[config.mk]
export PLATFORM = sky130hd
export DESIGN_NAME = alu_op_scheduler
export DESIGN_NICKNAME = d
export VERILOG_FILES = /design/src/rtl/alu_op_scheduler.sv
export SDC_FILE = /design/constraint.sdc
export NUM_CORES = 1
export LEC_CHECK = 0
export BUFFER_PORTS_ARGS = -buffer_cell sky130_fd_sc_hd__buf_4
export CAP_MARGIN = 20
export CORE_UTILIZATION = 38
export CTS_CLUSTER_SIZE = 16
export DETAILED_ROUTE_END_ITERATION = 6
export GPL_TIMING_DRIVEN = 0
export PLACE_DENSITY_LB_ADDON = 0.1
export SKIP_LAST_GASP = 1
export SLEW_MARGIN = 0
export SYNTH_ARGS = -nofsm -noshare
export SYNTH_HDL_FRONTEND = slang
export SYNTH_SLANG_ARGS = --single-unit
[constraint.sdc]
create_clock -name clk -period 1.6 [get_ports clk]
set_input_delay 0.08 -clock clk [delete_from_list [all_inputs] [get_ports clk]]
set_output_delay 0.08 -clock clk [all_outputs]
set_load 0.02 [all_outputs]
[src/rtl/alu_op_scheduler.sv]
// alu_op_scheduler
//   Round-robin front-end that shares one combinational ALU/FPU datapath
//   between NREQ requesters. A granted request's operands are registered
//   onto the datapath inputs. The result is sampled one cycle later and
//   returned with the requester index over a valid/ready response channel.
//   One operation is in flight at a time: IDLE -> EXEC -> RESP -> IDLE.
//
// Parameters
//   NREQ  : number of requesters (2..8)
//   WIDTH : operand/result width
//   IDW   : requester ID width, 2**IDW >= NREQ
//
// Ports
//   clk, rst            : rising-edge clock, asynchronous active-high reset
//   req_valid/req_ready : per-requester handshake (req_ready one-hot or zero)
//   req_a/req_b         : packed operands, requester i at [i*WIDTH +: WIDTH]
//   req_sel             : packed op selects, requester i at [i*2 +: 2]
//   alu_a/alu_b/alu_sel : registered datapath inputs
//   alu_y               : combinational datapath result
//   rsp_valid/rsp_ready : response handshake
//   rsp_id/rsp_y        : requester index and captured result
//
// Optional build macro ALU_SCHED_STATS_EN adds:
//   stat_ops   : saturating count of completed response handshakes
//   stat_stall : saturating count of RESP cycles with rsp_ready low

module alu_op_scheduler #(
  parameter int unsigned NREQ  = 4,
  parameter int unsigned WIDTH = 8,
  parameter int unsigned IDW   = 2
) (
  input  logic                  clk,
  input  logic                  rst,
  input  logic [NREQ-1:0]       req_valid,
  output logic [NREQ-1:0]       req_ready,
  input  logic [NREQ*WIDTH-1:0] req_a,
  input  logic [NREQ*WIDTH-1:0] req_b,
  input  logic [NREQ*2-1:0]     req_sel,
  output logic [WIDTH-1:0]      alu_a,
  output logic [WIDTH-1:0]      alu_b,
  output logic [1:0]            alu_sel,
  input  logic [WIDTH-1:0]      alu_y,
  output logic                  rsp_valid,
  input  logic                  rsp_ready,
  output logic [IDW-1:0]        rsp_id,
  output logic [WIDTH-1:0]      rsp_y
`ifdef ALU_SCHED_STATS_EN
  ,
  output logic [15:0]           stat_ops,
  output logic [15:0]           stat_stall
`endif
);

  localparam logic [1:0] ST_IDLE = 2'd0;
  localparam logic [1:0] ST_EXEC = 2'd1;
  localparam logic [1:0] ST_RESP = 2'd2;

  logic [1:0]       state_q, state_d;
  logic [IDW-1:0]   ptr_q, ptr_d;
  logic [WIDTH-1:0] alu_a_q, alu_a_d;
  logic [WIDTH-1:0] alu_b_q, alu_b_d;
  logic [1:0]       alu_sel_q, alu_sel_d;
  logic             rsp_valid_q, rsp_valid_d;
  logic [IDW-1:0]   rsp_id_q, rsp_id_d;
  logic [WIDTH-1:0] rsp_y_q, rsp_y_d;

  logic             gnt_found;
  logic [IDW-1:0]   gnt_idx;
  logic [IDW-1:0]   cand;

  // Round-robin search starting just after the last grant.
  always_comb begin
    gnt_found = 1'b0;
    gnt_idx   = '0;
    cand      = '0;
    for (int unsigned k = 0; k < NREQ; k++) begin
      cand = IDW'((32'(ptr_q) + 32'd1 + k) % NREQ);
      if (!gnt_found && req_valid[cand]) begin
        gnt_found = 1'b1;
        gnt_idx   = cand;
      end
    end
  end

  always_comb begin
    req_ready = '0;
    if (state_q == ST_IDLE && gnt_found) begin
      req_ready[gnt_idx] = 1'b1;
    end
  end

  always_comb begin
    state_d     = state_q;
    ptr_d       = ptr_q;
    alu_a_d     = alu_a_q;
    alu_b_d     = alu_b_q;
    alu_sel_d   = alu_sel_q;
    rsp_valid_d = rsp_valid_q;
    rsp_id_d    = rsp_id_q;
    rsp_y_d     = rsp_y_q;
    case (state_q)
      ST_IDLE: begin
        if (gnt_found) begin
          alu_a_d   = req_a[gnt_idx*WIDTH +: WIDTH];
          alu_b_d   = req_b[gnt_idx*WIDTH +: WIDTH];
          alu_sel_d = req_sel[gnt_idx*2 +: 2];
          rsp_id_d  = gnt_idx;
          ptr_d     = gnt_idx;
          state_d   = ST_EXEC;
        end
      end
      ST_EXEC: begin
        rsp_y_d     = alu_y;
        rsp_valid_d = 1'b1;
        state_d     = ST_RESP;
      end
      ST_RESP: begin
        if (rsp_ready) begin
          rsp_valid_d = 1'b0;
          state_d     = ST_IDLE;
        end
      end
      default: begin
        rsp_valid_d = 1'b0;
        state_d     = ST_IDLE;
      end
    endcase
  end

  always_ff @(posedge clk or posedge rst) begin
    if (rst) begin
      state_q     <= ST_IDLE;
      ptr_q       <= IDW'(NREQ - 1);
      alu_a_q     <= '0;
      alu_b_q     <= '0;
      alu_sel_q   <= '0;
      rsp_valid_q <= 1'b0;
      rsp_id_q    <= '0;
      rsp_y_q     <= '0;
    end else begin
      state_q     <= state_d;
      ptr_q       <= ptr_d;
      alu_a_q     <= alu_a_d;
      alu_b_q     <= alu_b_d;
      alu_sel_q   <= alu_sel_d;
      rsp_valid_q <= rsp_valid_d;
      rsp_id_q    <= rsp_id_d;
      rsp_y_q     <= rsp_y_d;
    end
  end

  assign alu_a     = alu_a_q;
  assign alu_b     = alu_b_q;
  assign alu_sel   = alu_sel_q;
  assign rsp_valid = rsp_valid_q;
  assign rsp_id    = rsp_id_q;
  assign rsp_y     = rsp_y_q;

`ifdef ALU_SCHED_STATS_EN
  logic [15:0] stat_ops_q, stat_ops_d;
  logic [15:0] stat_stall_q, stat_stall_d;

  always_comb begin
    stat_ops_d   = stat_ops_q;
    stat_stall_d = stat_stall_q;
    if (state_q == ST_RESP) begin
      if (rsp_ready) begin
        if (stat_ops_q != '1) stat_ops_d = stat_ops_q + 16'd1;
      end else begin
        if (stat_stall_q != '1) stat_stall_d = stat_stall_q + 16'd1;
      end
    end
  end

  always_ff @(posedge clk or posedge rst) begin
    if (rst) begin
      stat_ops_q   <= '0;
      stat_stall_q <= '0;
    end else begin
      stat_ops_q   <= stat_ops_d;
      stat_stall_q <= stat_stall_d;
    end
  end

  assign stat_ops   = stat_ops_q;
  assign stat_stall = stat_stall_q;
`endif

endmodule

==> flow_metrics.env <==
export IMPL_outcome="complete, but fails checks"
export IMPL_violations="setup timing"
export IMPL_synth_ff_latch_count=33
export IMPL_slew_viol_final=0
export IMPL_synthMuxAreaShare_pct=12.7
export IMPL_place_inst=375
export IMPL_synth_area_mm2=0.00212
export IMPL_netlist_area_leader_share_pct=36.5
export IMPL_multi_input_area_mm2=0.00125
export IMPL_path_clk_slew_ps=70
export IMPL_dr_pass1_iters=4
export IMPL_synth_nets=272
export IMPL_fp_row_count=26
export IMPL_worstHoldPathType="input port to flip-flop"
export IMPL_critPathKind="flip-flop to output port"
export IMPL_synth_top_family_by_area="compound AO/OA/AOI/OAI gates"
export IMPL_drv_cap=0
export IMPL_synth_top_area_cell="dfrtp_1"
export IMPL_antenna_found_initial=0
export IMPL_avgSynthCellArea_um2=11.5
export IMPL_layoutNonFillerInstCount=401
export IMPL_yosys_warnings=0
export IMPL_p_int_w=0.00395
export IMPL_synthAdderAreaFrac_pct=0
export IMPL_wl_per_cell_um=15.3
export IMPL_design_area_mm2=0.00357
export IMPL_rsz0062_at_grt="yes"
export IMPL_total_power_w=0.00670
export IMPL_detailed_place_area_mm2=0.00315
export IMPL_ir_worst_vdd_mv=0.888
export IMPL_grt_overflow_total=0
export IMPL_power_density_mw_per_mm2=1880
export IMPL_finalCriticalPeriod_ps=1820
export IMPL_synthSimpleGateAreaFrac_pct=16.0
export IMPL_clk_latency_ps=290
export IMPL_synth_cells=185
export IMPL_synthTopCellsByCount="a211oi_2 (36), dfrtp_1 (31), nor2_1 (27)"
export IMPL_initial_core_util_pct=40.5
export IMPL_fillers=433
export IMPL_cts_max_level=2
export IMPL_min_period_over_period_pct=114
export IMPL_via_count=2047
export IMPL_tns_ps=-3740
export IMPL_cts_tree="yes"
export IMPL_p_sw_share_pct=41.1
export IMPL_synthFlopType="dfrtp_1"
export IMPL_crit_required_ps=1520
export IMPL_drcViolationCount=0
export IMPL_utilization_pct=68.2
export IMPL_slew_headroom_pct=63.6
export IMPL_boundaryPins=120
export IMPL_cp_start_kind="flip-flop"
export IMPL_fmax_mhz=548
export IMPL_vias_per_cell=5.10
export IMPL_synth_edf_count=0
export IMPL_fin_nets=417
export IMPL_ant_nets=0
export IMPL_die_h_um=76.8
export IMPL_seqPwrFrac_pct=23.0
export IMPL_regArea_um2=828
export IMPL_synthTopCellsByArea="dfrtp_1 (37%), a211oi_2 (21%), mux2i_1 (8.5%)"
export IMPL_clock_power_share_pct=12.4
export IMPL_p_comb_share_pct=64.6
export IMPL_hpwl_um=4340
export IMPL_setup_violations=24
export IMPL_end_kind="output port"
export IMPL_async_flop_share_pct=100
export IMPL_cts_buffers=5
export IMPL_critPathMaxFanout=4
export IMPL_grt_max_degree=24
export IMPL_ys_seq_area_share_pct=39.0
export IMPL_hold_viol=0
export IMPL_portBuffers=119
export IMPL_area_growth_pct=68.2
export IMPL_cts_num_sinks=33
export IMPL_placeableCoreArea_mm2=0.00524
export IMPL_drive_gt1_share_pct=68.6
export IMPL_gp_congestion=0.731
export IMPL_setup_slack_ps=-224
export IMPL_wl_um=6130
export IMPL_die_x_um=76.8
export IMPL_grt_pass1_wl_um=9800
export IMPL_diodes=0
export IMPL_power_leakage_nw=1.62
export IMPL_drtIter0Drc=75
export IMPL_yosysMostFrequentCell="a211oi_2"
export IMPL_cts_buffer_depth=2
export IMPL_worstPathArrival_ps=1740
export IMPL_worstMarginPinSlew_ps=545
export IMPL_cts_root_buffer="clkbuf_8"
export IMPL_synthXorXnorAreaFrac_pct=0
export IMPL_grt_usage_pct=20.8
export IMPL_synth_compound_area_share_pct=25.4
export IMPL_skew_ps=6.18
export IMPL_dieArea_mm2=0.00589
export IMPL_switchingPower_w=0.00275
export IMPL_grt_pass1_vias=2032
export IMPL_yosysUniqueCellTypes=31
==> metal layers <==
| metal | track usage (%) | share of wire (%) | vias up | wire (um) |
|---|---|---|---|---|
| li1 | - | - | 985 | - |
| met1 | 26.2 | 41 | 964 | 2520 |
| met2 | 35.3 | 50 | 88 | 3060 |
| met3 | 5.71 | 7.2 | 10 | 441 |
| met4 | 4.62 | 1.7 | 0 | 106 |
| met5 | 0 | 0 | - | 0 |
==> what timing repair did <==
action,CTS,global route
gates resized for setup,34,12
cloned,0,1
hold endpoints to repair,10,0
buffers inserted,14,2
pin swaps,22,2
setup endpoints to repair,23,25
hold buffers,1,0
==> area by class of cell <==
type / instances / share of cell area [%]
buffer: 18 / 4.98
clock buffer: 6 / 2.31
clock inverter: 2 / 1.05
inverter: 3 / 0.315
multi-input combinational: 131 / 35.0
sequential: 33 / 23.2
tap: 70 / 2.45
timing repair buffer: 138 / 30.7
==> worst paths after layout <==
check                                           start                    end  slack [ps]  cells past startpoint
worst min-delay path                         alu_y[1]   rsp_y[1]$_DFFE_PP0P_          30                      2
min in group asynchronous                         rst   alu_b[4]$_DFFE_PP0P_         400                      3
max in group asynchronous                         rst   ptr_q[0]$_DFFE_PP1P_         620                      4
worst max register to register   ptr_q[0]$_DFFE_PP1P_   alu_a[5]$_DFFE_PP0P_        -190                      8
worst min register to register  rsp_valid$_DFFE_PP0P_  rsp_valid$_DFFE_PP0P_         500                      1
worst max-delay path             ptr_q[0]$_DFFE_PP1P_           req_ready[2]        -220                      6
==> power by group through the flow <==
stage	Clock, W	Combinational (W)	Sequential [W]
after CTS	0.000849	0.00421	0.00154
after global routing	0.000878	0.00463	0.00161
final	0.000829	0.00433	0.00154
after global placement	0	0.00365	0.00154
after detailed placement	0	0.00371	0.00155
after floorplan	0	0.00206	0.00198
==> sequential cells by signal, summed over array words and instances, names as in the netlist <==
name / flops
alu_a: 8
alu_b: 8
rsp_y: 8
alu_sel: 2
ptr_q: 2
rsp_id: 2
state_q: 2
rsp_valid: 1
==> cell usage in the layout (no fill, tap or decap), types with 2 or more instances in the layout <==
cell type,count
a211oi_2,36
nor2_4,3
nor2_1,24
buf_2,3
mux2i_2,5
a21oi_1,2
dfstp_2,2
buf_8,3
and4_1,18
mux2_2,8
a21o_1,3
clkbuf_8,6
nor2b_1,4
inv_2,2
mux2i_1,12
o21ai_1,2
buf_4,128
dfrtp_1,31
nor3_4,2
buf_6,16
clkbuf_1,2
==> kinds of logic (layout without fill, tap and decap cells) <==
| logic type | Yosys count | after routing |
|---|---|---|
| AO/OA/AOI/OAI | 48 | 48 |
| buffers and inverters | 21 | 167 |
| flip-flops | 33 | 33 |
| multiplexers | 26 | 26 |
| AND/OR/NAND/NOR | 57 | 57 |
==> worst max-delay path, stage by stage (launching register included) <==
cell and delay, ps:
dfstp_2 580, or3b_1 170, o311ai_4 120, buf_4 150
buf_6 120, nor3_4 170, buf_6 140
==> per-stage QoR <==
step           setup slack (ps)  hold slack [ps]
6_report                   -224             27.8
3_5_place_dp               -213              169
3_3_place_gp               -177              316
5_1_grt                    -279             20.2
4_1_cts                    -206             21.9
2_1_floorplan             -25.6              207
Power figures use the tool's default switching activity.
